`config.mk`:
```
export PLATFORM = sky130hd
export DESIGN_NAME = dec4x16_d_fault0
export DESIGN_NICKNAME = d
export VERILOG_FILES = /design/src/rtl/dec_pkg.sv /design/src/rtl/dec_3x8.sv /design/src/rtl/dec4x16_d_fault0.sv
export SDC_FILE = /design/constraint.sdc
export NUM_CORES = 1
export LEC_CHECK = 0
export ABC_AREA = 1
export CORE_UTILIZATION = 35
export DETAILED_ROUTE_END_ITERATION = 10
export PLACE_DENSITY_LB_ADDON = 0.05
export SLEW_MARGIN = 20
export SYNTH_ARGS = -nofsm -noshare
export SYNTH_HDL_FRONTEND = slang
export SYNTH_SLANG_ARGS = --single-unit
```
`constraint.sdc`:
```
create_clock -name clk -period 0.8 [get_ports clk]
set_clock_uncertainty 0.2 [all_clocks]
set_input_delay 0.12 -clock clk [delete_from_list [all_inputs] [get_ports clk]]
set_output_delay 0.12 -clock clk [all_outputs]
set_load 0.1 [all_outputs]
```
`src/rtl/dec_pkg.sv`:
```
// Shared widths and the elaboration-time range check for the 4x16 decoder.
package dec_pkg;

    localparam int SEL_W     = 4;
    localparam int OUT_W     = 16;
    localparam int SUB_SEL_W = 3;
    localparam int SUB_OUT_W = 8;

    function automatic bit fault_line_ok(input int line);
        return (line >= 0) && (line < OUT_W);
    endfunction

endpackage

```
`src/rtl/dec_3x8.sv`:
```
// Combinational 3-to-8 one-hot decoder with enable; disabled output is all zeros.
module dec_3x8
    import dec_pkg::*;
(
    input  logic                 en,
    input  logic [SUB_SEL_W-1:0] sel,
    output logic [SUB_OUT_W-1:0] y
);

    always_comb begin
        y = '0;
        if (en) begin
            y = SUB_OUT_W'(1) << sel;
        end
    end

endmodule

```
`src/rtl/dec4x16_d_fault0.sv`:
```
// Registered 4-to-16 decoder with a selectable stuck-at-0 output line.
module dec4x16_d_fault0
    import dec_pkg::*;
#(
    parameter int FAULT_LINE = 0
) (
    input  logic             clk,
    input  logic             rst_n,
    input  logic             X,
    input  logic             Y,
    input  logic             Z,
    input  logic             W,
    input  logic             fault_en,
    output logic [OUT_W-1:0] D,
    output logic             fault_hit
);

    if (!fault_line_ok(FAULT_LINE)) begin : g_bad_fault_line
        $error("dec4x16_d_fault0: FAULT_LINE %0d outside 0..%0d", FAULT_LINE, OUT_W - 1);
    end

    localparam logic [SEL_W-1:0] FAULT_IDX  = SEL_W'(FAULT_LINE);
    localparam logic [OUT_W-1:0] FAULT_MASK = OUT_W'(1) << FAULT_IDX;

    logic [SEL_W-1:0]     sel;
    logic                 en_lo;
    logic                 en_hi;
    logic [SUB_OUT_W-1:0] y_lo;
    logic [SUB_OUT_W-1:0] y_hi;
    logic [OUT_W-1:0]     d_d;
    logic [OUT_W-1:0]     d_q;
    logic                 fault_hit_d;
    logic                 fault_hit_q;

    assign sel   = {X, Y, Z, W};
    assign en_lo = ~X;
    assign en_hi = X;

    dec_3x8 u_dec_lo (
        .en  (en_lo),
        .sel (sel[SUB_SEL_W-1:0]),
        .y   (y_lo)
    );

    dec_3x8 u_dec_hi (
        .en  (en_hi),
        .sel (sel[SUB_SEL_W-1:0]),
        .y   (y_hi)
    );

    // The mask only ever clears FAULT_LINE, so a hit is exactly "selected line is the dead one".
    always_comb begin
        d_d         = {y_hi, y_lo};
        fault_hit_d = 1'b0;
        if (fault_en) begin
            d_d         = d_d & ~FAULT_MASK;
            fault_hit_d = (sel == FAULT_IDX);
        end
    end

    always_ff @(posedge clk or negedge rst_n) begin
        if (!rst_n) begin
            d_q         <= '0;
            fault_hit_q <= 1'b0;
        end else begin
            d_q         <= d_d;
            fault_hit_q <= fault_hit_d;
        end
    end

    assign D         = d_q;
    assign fault_hit = fault_hit_q;

endmodule

```
Word level (Yosys, flattened, before mapping)
Cells that the tools add are included.
{ "classes": {"shifts": 1, "n_mux": 4, "n_reduce_logical": 1} }
{ "ops": {"columns": ["operator", "n"], "rows": [
  ["$mux 8", 2],
  ["$shl 1x3->8 const A", 1],
  ["$logic_not 4->1", 1],
  ["$mux 1", 2]
]} }
{ "totals": {"output_inout_bits": 17, "ff_bits": 17, "word_cells": 8, "in_bits": 7} }

Logic depth before layout (Yosys ltp)
Gate-level depths: netlist (run 1).
{ "logic_depth": {"depth_word": 3, "depth_mapped": 4, "mapped_depth_nobuf": 3} }

Hierarchy
A second synthesis (run 1) with hierarchy kept.
{ "hier_totals": {"cells_unflattened": 60, "area_unflattened_um2": 589.3} }
{ "modules_own_cells": {"columns": ["module", "cells_per_inst", "seq_area_each_um2", "area_each_um2", "n_inst"], "rows": [
  ["dec4x16_d_fault0", 26, 425.4, 461.7, 1],
  ["dec_3x8", 17, 0.0, 63.8, 2]
]} }

Worst setup path after synthesis (run 1)
Ideal clock, no wire load.
{ "synth_timing": {"kind": "reg2out", "start": "register d_q[0], in the netlist D[0]", "end": "output D[0]", "path_stages_with_launch": 1, "path_buffers": 0, "setup_slack_ps": -403, "t_arrival_ps": 883, "required_time_ps": 480, "path_cell_list": "dfrtp_1"} }
{ "synth_lines": {"columns": ["element", "line", "rtl"], "rows": [
  ["start: declaration", "dec4x16_d_fault0.sv:31", "logic [OUT_W-1:0] d_q;"],
  ["start signal: assignment", "dec4x16_d_fault0.sv:63", "d_q <= '0;"],
  ["start signal: assignment", "dec4x16_d_fault0.sv:66", "d_q <= d_d;"],
  ["end: declaration", "dec4x16_d_fault0.sv:14", "output logic [OUT_W-1:0] D,"]
]} }
No word-level cell between the ends.

Final worst setup path (run 1)
{ "layout_timing": {"start": "register d_q[9], in the netlist D[9]", "end": "output D[9]"} }
No word-level cell between the ends.

==> PnR_summary.wiki, run 1 <==
{| class="wikitable"
! Metric !! Value
|-
| Endpoint required time on the critical path || 0.48 ns
|-
| GR Overflow Total || 0
|-
| Area Overhead vs Synth || 92.76%
|-
| Number of nets in the layout || 88
|-
| Nature of the critical path endpoint || primary output
|-
| RSZ-0062 raised after global routing || true
|-
| Smallest hold slack || -0.02523 ns
|-
| Critical path's largest stage delay || 0.49 ns
|-
| Commonest cells in the netlist || 18 x sky130_fd_sc_hd__nor2_1, 17 x sky130_fd_sc_hd__dfrtp_1, 6 x sky130_fd_sc_hd__nand3_1
|-
| Leakage Power || 0.4800 nW
|-
| Yosys warnings || 0
|-
| Synthesized Nets || 58
|-
| Maximum number of pins on one net before global-route repair || 18
|-
| Maximum clock frequency || 0.7891 GHz
|-
| Buf+Inv Stages, Crit Path || 1
|-
| Antenna violations before repair || 0
|-
| Global placer's final weighted congestion || 0.7939
|-
| Max Slew Vio Count || 0
|-
| Top fanout value on the critical path || 1
|-
| Minimum setup slack in the final design || -0.4672 ns
|-
| Min-delay worst type || input pin to asynchronous set/reset pin
|-
| Critical-path cell list || buf_12
|-
| Ratio of final minimum period to clock period || 1.584
|-
| Synth top area share || 0.7456
|-
| Number of H-tree levels || 1
|-
| Critical path's top delay family || flip-flops
|-
| Data arrival, critical path || 0.95 ns
|-
| Maximum clock path buffer count || 2
|-
| Pin slew with the least headroom to its limit || 0.2220 ns
|-
| Post-CTS setup buffer count || 0
|-
| Wire length per cell after detailed routing || 10.48 um
|-
| Outcome || finished with violations
|-
| Critical path type || flip-flop to primary output
|-
| Sort of element at the start of the critical path || flip-flop
|-
| Routed via count || 432
|-
| Violations in the final reports || negative hold slack, negative setup slack
|-
| Overall track demand over capacity in global routing || 0.1237
|-
| Most numerous cell in the Yosys netlist || sky130_fd_sc_hd__nor2_1
|-
| Post-synthesis instance total || 51
|-
| Number of top-level pins || 24
|-
| Top post-synthesis cells by area || sky130_fd_sc_hd__dfrtp_1 75%, sky130_fd_sc_hd__nor2_1 12%, sky130_fd_sc_hd__nand3_1 5.3%
|-
| Inserted Diodes || 0
|-
| Cell total after placement || 92
|-
| Cell area after synthesis || 570.5 um2
|-
| Post-synthesis area per instance || 11.19 um2
|-
| Vertical extent of the die || 42.38 um
|-
| Number of core rows || 14
|-
| Number of flops mapped to enable cells by yosys || 0
|-
| First-pass GRT wire length || 1.607 mm
|-
| Number of DRC violations after detailed routing || 0
|-
| Clock root buffer || sky130_fd_sc_hd__clkbuf_4
|-
| Number of iterations in the first detailed-routing pass || 4
|-
| Post-synthesis cell type with the largest combined area || sky130_fd_sc_hd__dfrtp_1
|-
| Number of buffers added by the clock tree synthesis step || 3
|-
| Register clock-pin slew on the reported worst setup and hold paths || 0.09 ns
|-
| Share of cells above drive strength 1 || 0.5375
|-
| Number of DRC markers in iteration 0 || 12
|-
| Fillers || 109
|-
| Effective utilization at floorplan || 0.3787
|-
| Ratio of total power to cell area || 1551 nW/um2
|-
| Final Non-Filler Cells || 96
|-
| Finish-stage setup viols || 17
|-
| Chip width || 42.38 um
|-
| Setup WS pre-CTS || -0.4914 ns
|-
| Max-Slew Margin vs Limit || 0.8520
|-
| Total detailed-routing wirelength || 1.006 mm
|-
| Asr flop ratio synth || 1.000
|-
| Core region area || 1506 um2
|-
| Antenna viol nets, final || 0
|-
| Die ar. || 1796 um2
|-
| Flops & latches, synth || 17
|-
| Portion of the post-synthesis area used by sequential elements || 0.7456
|-
| Max cap viols || 0
|-
| Via count of the first global-routing pass || 380
|-
| Clock period minus final worst setup slack || 1.267 ns
|-
| Half-perimeter wire length after detailed placement || 812.8 um
|-
| Port buffer count || 23
|-
| Routed vias/inst || 4.500
|-
| Peak supply drop || 1311 uV
|-
| Clock tree from TritonCTS || built
|-
| Synth unique cells || 7
|-
| Final hold viol count || 17
|-
| Worst-path cell with the longest stage delay || sky130_fd_sc_hd__dfrtp_4
|-
| TritonCTS Sinks || 17
|-
| Power consumption || 0.001706 W
|-
| Main synth FF type || sky130_fd_sc_hd__dfrtp_1
|}
[cell usage in the layout (no fill, tap or decap), drive strengths merged]
cell            n
nand2           3
inv             5
nand3           6
buf            20
clkdlybuf4s50   2
dfrtp          17
nor2           19
dlygate4sd2     4
clkbuf          4
[per-layer routing]
metal  up-vias  GRT usage  wire length (um)
met2        20     0.1815               507
li1        212          -                 -
met3         2    0.01724                54
met1       198     0.1657               435
met5         -          0                 0
met4         0    0.09375                 8
[layout make-up]
class,count,area [um2],area share
sequential,17,489.2,0.4448
timing repair buffer,26,430.4,0.3914
multi-input combinational,28,115.1,0.1047
clock buffer,4,26.28,0.02389
tap,16,20.02,0.01820
inverter,5,18.77,0.01706
[logic make-up after synthesis]
kind of cell | count (synthesis) | share of synthesized area
flip-flops | 17 | 0.7456
AND/OR/NAND/NOR | 28 | 0.2018
buffers and inverters | 6 | 0.05263
[metrics by stage]
step / util / instance area (um2) / TNS (ns)
floorplan: - / 634.4 / -1.908
global placement: 0.7159 / 1079 / -10.36
detailed placement: 0.7159 / 1079 / -10.72
CTS: 0.7301 / 1100 / -8.001
global route: 0.7301 / 1100 / -8.184
finish: 0.7301 / 1100 / -7.870
[report_power, final]
group	total (W)	leakage, nW	internal, W	switching (W)
sequential	0.000909	0.202	0.000892	0.0000171
combinational	0.000360	0.263	0.000128	0.000232
clock	0.000436	0.0150	0.000194	0.000243
total	0.00171	0.480	0.00121	0.000492
[flip-flops by register name (all words and copies together) (netlist names)]
signal,cells
fault_hit,1
D,16
[what timing repair did]
| action | 4_1_cts | 5_1_grt |
|---|---|---|
| gates resized for setup | 5 | 1 |
| endpoints found under the setup margin | 34 | 18 |
| endpoints found under the hold margin | 17 | 17 |
[worst paths after layout]
path,end,slack [ns],from,cells after the start
max,D[9],-0.47,D[9],1
min,D[9],-0.03,rst_n,2
max in group asynchronous,fault_hit,0.29,rst_n,2
min in group clk,D[4],0.02,X,2
Power figures use the tool's default switching activity.
==> run 2: changes to the inputs <==
PLACE_DENSITY = 0.7   (was not set)
PLACE_DENSITY_LB_ADDON = not set   (was 0.05)
clock period = 1.1 ns   (was 0.8 ns; I/O delays follow)
==> run 2 against run 1 <==
  * The run ends with negative setup slack left
  * First-iteration DRC count rose by 67%
  * Core utilization fell by 0.91 points
  * Worst hold slack improved by 0.035 ns
  * Setup slack improved by 0.32 ns
  * Count of clock-buffer cells in the layout fell by 1
  * Combinational power fell by 24%
  * Critical path type unchanged
  * Critical endpoint is now D[8]
  * Largest power group unchanged
==> PnR_summary.wiki, run 2 (synthesized netlist as in run 1, its figures left out) <==
{| class="wikitable"
! Metric !! Value
|-
| Post-Place Cell Area || 1051 um2 (-2.6%)
|-
| Sort of element at the start of the critical path || flip-flop
|-
| Max Slew Vio Count || 0 (unchanged)
|-
| Chip width || 42.38 um (unchanged)
|-
| Final hold viol count || 0 (-17)
|-
| Inserted Diodes || 0 (unchanged)
|-
| First-pass GRT wire length || 1.904 mm (+18%)
|-
| Worst-path cell with the longest stage delay || sky130_fd_sc_hd__dfrtp_2
|-
| Register clock-pin slew on the reported worst setup and hold paths || 0.10 ns (about the same)
|-
| Number of iterations in the first detailed-routing pass || 4 (unchanged)
|-
| Outcome || finished with violations
|-
| Clock root buffer || sky130_fd_sc_hd__clkbuf_4
|-
| Number of top-level pins || 24 (unchanged)
|-
| Critical path's largest stage delay || 0.43 ns (-0.06 ns)
|-
| Global placer's final weighted congestion || 0.8316 (+4.7%)
|-
| GR Overflow Total || 0 (unchanged)
|-
| Minimum setup slack in the final design || -0.1424 ns (+0.3248 ns)
|-
| Number of DRC markers in iteration 0 || 20 (+8)
|-
| Setup crit start || D[8]
|-
| Number of DRC violations after detailed routing || 0 (unchanged)
|-
| Ratio of final minimum period to clock period || 1.129
|-
| Nature of the critical path endpoint || primary output
|-
| Number of nets in the layout || 90 (+2.3%)
|-
| Maximum clock frequency || 0.8049 GHz
|-
| Antenna viol nets, final || 0 (unchanged)
|-
| Peak supply drop || 667.2 uV (-49%)
|-
| Routed via count || 457 (+5.8%)
|-
| Data arrival, critical path || 0.88 ns (-0.07 ns)
|-
| RSZ-0062 raised after global routing || true
|-
| Setup WS pre-CTS || -0.2504 ns (+0.2411 ns)
|-
| Max-Slew Margin vs Limit || 0.8279 (-0.02412)
|-
| Routed vias/inst || 4.663 (+3.6%)
|-
| Number of H-tree levels || 1 (unchanged)
|-
| Most frequent cells in the layout || 18 x sky130_fd_sc_hd__nor2_1, 18 x sky130_fd_sc_hd__buf_12, 17 x sky130_fd_sc_hd__dfrtp_2, 6 x sky130_fd_sc_hd__nand3_1, 5 x sky130_fd_sc_hd__inv_1
|-
| Largest register FFs || 16 (unchanged)
|-
| Antenna violations before repair || 0 (unchanged)
|-
| Total detailed-routing wirelength || 1.148 mm (+14%)
|-
| Post-CTS Hold Fix Bufs || 0
|-
| Max cap viols || 0 (unchanged)
|-
| Vertical extent of the die || 42.38 um (unchanged)
|-
| Buf+Inv Stages, Crit Path || 1 (unchanged)
|-
| Half-perimeter wire length after detailed placement || 916.5 um (+13%)
|-
| Total number of cells along the worst setup path || 1 (unchanged)
|-
| Pin slew with the least headroom to its limit || 0.2579 ns (+0.03590 ns)
|-
| Post-CTS setup buffer count || 0 (unchanged)
|-
| Endpoint required time on the critical path || 0.73 ns (+0.25 ns)
|-
| Critical path type || flip-flop to primary output
|-
| Wire length per cell after detailed routing || 11.71 um (+12%)
|-
| Critical-path cell list || buf_12
|-
| Maximum number of pins on one net before global-route repair || 18 (unchanged)
|-
| Die ar. || 1796 um2 (unchanged)
|-
| TritonCTS Sinks || 17 (unchanged)
|-
| Top fanout value on the critical path || 1 (unchanged)
|-
| Critical path's top delay family || flip-flops
|-
| Number of core rows || 14 (unchanged)
|-
| Overall track demand over capacity in global routing || 0.1463 (+0.02253)
|-
| Violations in the final reports || negative setup slack
|-
| Share of cells above drive strength 1 || 0.5366 (-0.0009146)
|-
| Area Overhead vs Synth || 90.35%
|-
| Number of buffers added by the clock tree synthesis step || 3 (unchanged)
|-
| Core region area || 1506 um2 (unchanged)
|-
| Fillers || 108 (-0.92%)
|-
| Clock period minus final worst setup slack || 1.242 ns
|-
| Ratio of total power to cell area || 1150 nW/um2 (-26%)
|-
| Effective utilization at floorplan || 0.3787 (unchanged)
|-
| Clock tree from TritonCTS || built
|-
| Via count of the first global-routing pass || 440 (+16%)
|-
| Maximum clock path buffer count || 2 (unchanged)
|-
| Min-delay worst type || input pin to asynchronous set/reset pin
|-
| Fin area || 1086 um2 (-1.3%)
|-
| Leakage Power || 0.5214 nW (+8.6%)
|-
| Finish-stage setup viols || 17 (unchanged)
|-
| Port buffer count || 23 (unchanged)
|}
## run 2: power breakdown
group	internal, W	switching [W]
sequential	0.000642	0.0000125
combinational	0.000101	0.000172
clock	0.000135	0.000186
## run 2: worst paths after layout
check / to / slack, ns
max: D[8] / -0.14
min: D[5] / 0.01
max in group asynchronous: D[9] / 0.56
min in group clk: D[15] / 0.04
## run 2: final cells by class
| type | instances | area (um2) | share of cell area |
|---|---|---|---|
| Clock inverter | 1 | 5.005 | 0.004608 |
| Multi-Input combinational cell | 28 | 115.1 | 0.1060 |
| Inverter | 5 | 18.77 | 0.01728 |
| Tap cell | 16 | 20.02 | 0.01843 |
| Timing Repair Buffer | 28 | 457.9 | 0.4217 |
| Sequential cell | 17 | 446.7 | 0.4113 |
| Clock buffer | 3 | 22.52 | 0.02074 |
## run 2: timing repair
item	4_1_cts	5_1_grt
pin swaps	0	0
setup endpoints to repair	17	19
gates resized for setup	0	3
## run 2: routing by layer
| metal | GRT usage | wire length [um] | share of wire | up-vias |
|---|---|---|---|---|
| li1 | - | - | - | 216 |
| met1 | 0.1706 | 426 | 0.37 | 213 |
| met2 | 0.2369 | 627 | 0.55 | 26 |
| met3 | 0.03448 | 73 | 0.064 | 2 |
| met4 | 0.1000 | 20 | 0.017 | 0 |
| met5 | 0 | 0 | 0 | - |
## run 2: stage by stage
stage                     total power, W  utilization  hold WS, ns  cells  TNS (ns)
after floorplan                0.0008037            -      -0.3306     51         0
final                           0.001249       0.7209     0.009642     98    -2.337
after global routing            0.001303       0.7209      0.01400     98    -2.847
after CTS                       0.001267       0.7159      0.01004     98    -2.530
after detailed placement       0.0009436       0.6977       0.3200     94    -3.815
after global placement         0.0009382       0.6977       0.3155     94    -3.072
==> run 3: changes to the inputs <==
--- a/config.mk
+++ b/config.mk
@@ -8,4 +8,5 @@
 export ABC_AREA = 1
 export CORE_UTILIZATION = 35
+export CTS_CLUSTER_SIZE = 28
 export DETAILED_ROUTE_END_ITERATION = 10
 export PLACE_DENSITY = 0.7
--- a/constraint.sdc
+++ b/constraint.sdc
@@ -3,3 +3,3 @@
 set_input_delay 0.165 -clock clk [delete_from_list [all_inputs] [get_ports clk]]
 set_output_delay 0.165 -clock clk [all_outputs]
-set_load 0.1 [all_outputs]
+set_load 0.05 [all_outputs]
==> run 3 against run 2 <==
  * Combinational power decreased by 26%
  * Wire length is 12% lower
  * Cell area shrank 4.4%
  * Sequential cell count is the same
  * Count of clock-buffer cells in the layout is 1 higher
  * The flow still finishes with violations (negative setup slack)
  * Die area unchanged
  * Setup slack improved by 0.018 ns
  * First-iteration DRC count shrank 70%
  * Non-clock buffer count down 3
  * Global-route usage fell by 0.64 points
  * Maximum frequency increased by 1.5%
==> PnR_summary.wiki, run 3 (synthesized netlist as in run 1, its figures left out) <==
{| class="wikitable"
! Metric !! Value
|-
| Switching part of the total power || 0.2531 (-0.04374)
|-
| Largest register FFs || 16 (unchanged)
|-
| RSZ-0062 raised after global routing || true
|-
| Maximum number of pins on one net before global-route repair || 18 (unchanged)
|-
| Critical path's top delay family || flip-flops
|-
| Cell total after placement || 91 (-3.2%)
|-
| Nature of the critical path endpoint || primary output
|-
| Wire length per cell after detailed routing || 10.63 um (-9.2%)
|-
| Pint || 0.0008747 W (-0.43%)
|-
| Ratio of total power to cell area || 1128 nW/um2 (-2.0%)
|-
| Number of DRC markers in iteration 0 || 6 (-70%)
|-
| Routed via count || 426 (-6.8%)
|-
| Total number of cells along the worst setup path || 1 (unchanged)
|-
| Setup crit start || D[3]
|-
| Peak supply drop || 821.9 uV (+23%)
|-
| Destination of the critical timing path || D[3]
|-
| Total detailed-routing wirelength || 1.010 mm (-12%)
|-
| Power spent charging and discharging nets || 0.0002965 W (-20%)
|-
| Global placer's final weighted congestion || 0.7723 (-7.1%)
|-
| Share of cells above drive strength 1 || 0.2911 (-0.2454)
|-
| Pin slew with the least headroom to its limit || 0.2546 ns (-0.003290 ns)
|-
| GR Overflow Total || 0 (unchanged)
|-
| Number of buffers added by the clock tree synthesis step || 3 (unchanged)
|-
| Die ar. || 1796 um2 (unchanged)
|-
| Vertical extent of the die || 42.38 um (unchanged)
|-
| Maximum clock frequency || 0.8166 GHz (+1.5%)
|-
| Final hold viol count || 0 (unchanged)
|-
| Routed vias/inst || 4.484 (-3.8%)
|-
| TritonCTS Sinks || 17 (unchanged)
|-
| Antenna viol nets, final || 0 (unchanged)
|-
| Buf+Inv Stages, Crit Path || 1 (unchanged)
|-
| Max Slew Vio Count || 0 (unchanged)
|-
| Top fanout value on the critical path || 1 (unchanged)
|-
| Outcome || finished with violations
|-
| Number of iterations in the first detailed-routing pass || 4 (unchanged)
|-
| Sort of element at the start of the critical path || flip-flop
|-
| Power consumption || 0.001171 W (-6.3%)
|-
| Number of top-level pins || 24 (unchanged)
|-
| Maximum clock path buffer count || 2 (unchanged)
|-
| Number of nets in the layout || 87 (-3.3%)
|-
| Core region area || 1506 um2 (unchanged)
|-
| Data arrival, critical path || 0.86 ns (-0.02 ns)
|-
| Effective utilization at floorplan || 0.3787 (unchanged)
|-
| Via count of the first global-routing pass || 403 (-8.4%)
|-
| Port buffer count || 23 (unchanged)
|-
| Critical-path cell list || buf_12
|-
| Endpoint required time on the critical path || 0.73 ns (about the same)
|-
| Smallest hold slack || 0.01745 ns (+0.007810 ns)
|-
| Min-delay worst type || input pin to asynchronous set/reset pin
|-
| Antenna violations before repair || 0 (unchanged)
|-
| Leakage Power || 0.5222 nW (+0.16%)
|-
| Violations in the final reports || negative setup slack
|-
| Portion of total power attributed to combinational logic || 0.173 (-0.046)
|-
| Inserted Diodes || 0 (unchanged)
|-
| Area Overhead vs Synth || 82.02%
|-
| Chip width || 42.38 um (unchanged)
|-
| Critical path type || flip-flop to primary output
|-
| Critical path's largest stage delay || 0.42 ns (about the same)
|-
| Number of H-tree levels || 1 (unchanged)
|-
| Clock period minus final worst setup slack || 1.225 ns (-0.01786 ns)
|-
| Number of core rows || 14 (unchanged)
|-
| Clk network pwr share || 0.270 (+0.013)
|-
| Finish-stage setup viols || 17 (unchanged)
|-
| Post-CTS setup buffer count || 0 (unchanged)
|-
| Max cap viols || 0 (unchanged)
|-
| Half-perimeter wire length after detailed placement || 824 um (-10%)
|-
| Worst-path cell with the longest stage delay || sky130_fd_sc_hd__dfrtp_1
|-
| Register clock-pin slew on the reported worst setup and hold paths || 0.09 ns (about the same)
|-
| Relative contribution of sequential cells to total power || 0.557 (+0.033)
|-
| Most frequent cells in the layout || 18 x sky130_fd_sc_hd__nor2_1, 18 x sky130_fd_sc_hd__buf_12, 17 x sky130_fd_sc_hd__dfrtp_1, 6 x sky130_fd_sc_hd__nand3_1, 5 x sky130_fd_sc_hd__inv_1
|-
| Ratio of final minimum period to clock period || 1.113 (-0.01624)
|-
| Final Non-Filler Cells || 95 (-3.1%)
|-
| Clock tree from TritonCTS || built
|-
| Clock root buffer || sky130_fd_sc_hd__clkbuf_4
|-
| First-pass GRT wire length || 1.773 mm (-6.9%)
|-
| Number of DRC violations after detailed routing || 0 (unchanged)
|-
| Minimum setup slack in the final design || -0.1246 ns (+0.01786 ns)
|-
| Overall track demand over capacity in global routing || 0.1399 (-0.006420)
|-
| Max-Slew Margin vs Limit || 0.8300 (+0.002106)
|}
## run 3: changes by cell type in the layout (fill, tap and decap cells not counted), sizes merged
cell / change
buf: -3
clkbuf: +1
clkdlybuf4s50: +1
clkinv: -1
dlymetal6s2s: -1
## run 3: metal layers
metal	track usage	up-vias	part of all wire
met4	0.1125	0	0.040
li1	-	208	-
met5	0	-	0
met2	0.2062	21	0.46
met1	0.1787	192	0.44
met3	0.02586	5	0.064
## run 3: cell type report
type | instances | area [um2]
multi-input cells | 28 | 115.1
clock buffers | 4 | 26.28
well taps | 16 | 20.02
repair buffers | 25 | 432.9
fillers | 120 | 467.9
flip-flops and latches | 17 | 425.4
inverters | 5 | 18.77
## run 3: worst min path at each step
stage                 end  slack (ns)  cells past startpoint
finish               D[7]        0.02                      2
global route        D[15]        0.02                      2
CTS                 D[14]        0.02                      2
detailed placement   D[7]        0.33                      2
global placement     D[1]        0.32                      2
floorplan            D[0]       -0.33                      0
## run 3: stage by stage
step	area [um2]	setup slack (ns)	utilization	setup TNS, ns
after floorplan	570.5	0.1491	-	0
after global placement	1007	-0.2106	0.6686	-3.361
after detailed placement	1007	-0.2392	0.6686	-3.796
after CTS	1033	-0.1258	0.6860	-1.917
after global routing	1039	-0.1542	0.6894	-2.401
final	1039	-0.1246	0.6894	-1.840
## run 3: power groups by stage
| stage | clock network, W | logic [W] | registers, W |
|---|---|---|---|
| detailed placement | 0 | 0.000204 | 0.000665 |
| CTS | 0.000319 | 0.000205 | 0.000653 |
| global route | 0.000357 | 0.000214 | 0.000654 |
| global placement | 0 | 0.000202 | 0.000665 |
| finish | 0.000316 | 0.000202 | 0.000652 |
| floorplan | 0 | 0.0000309 | 0.000711 |
## run 3: timing repair
item	CTS	global route
resized for setup	0	2
endpoints found under the setup margin	17	18
hold buffers	0	0
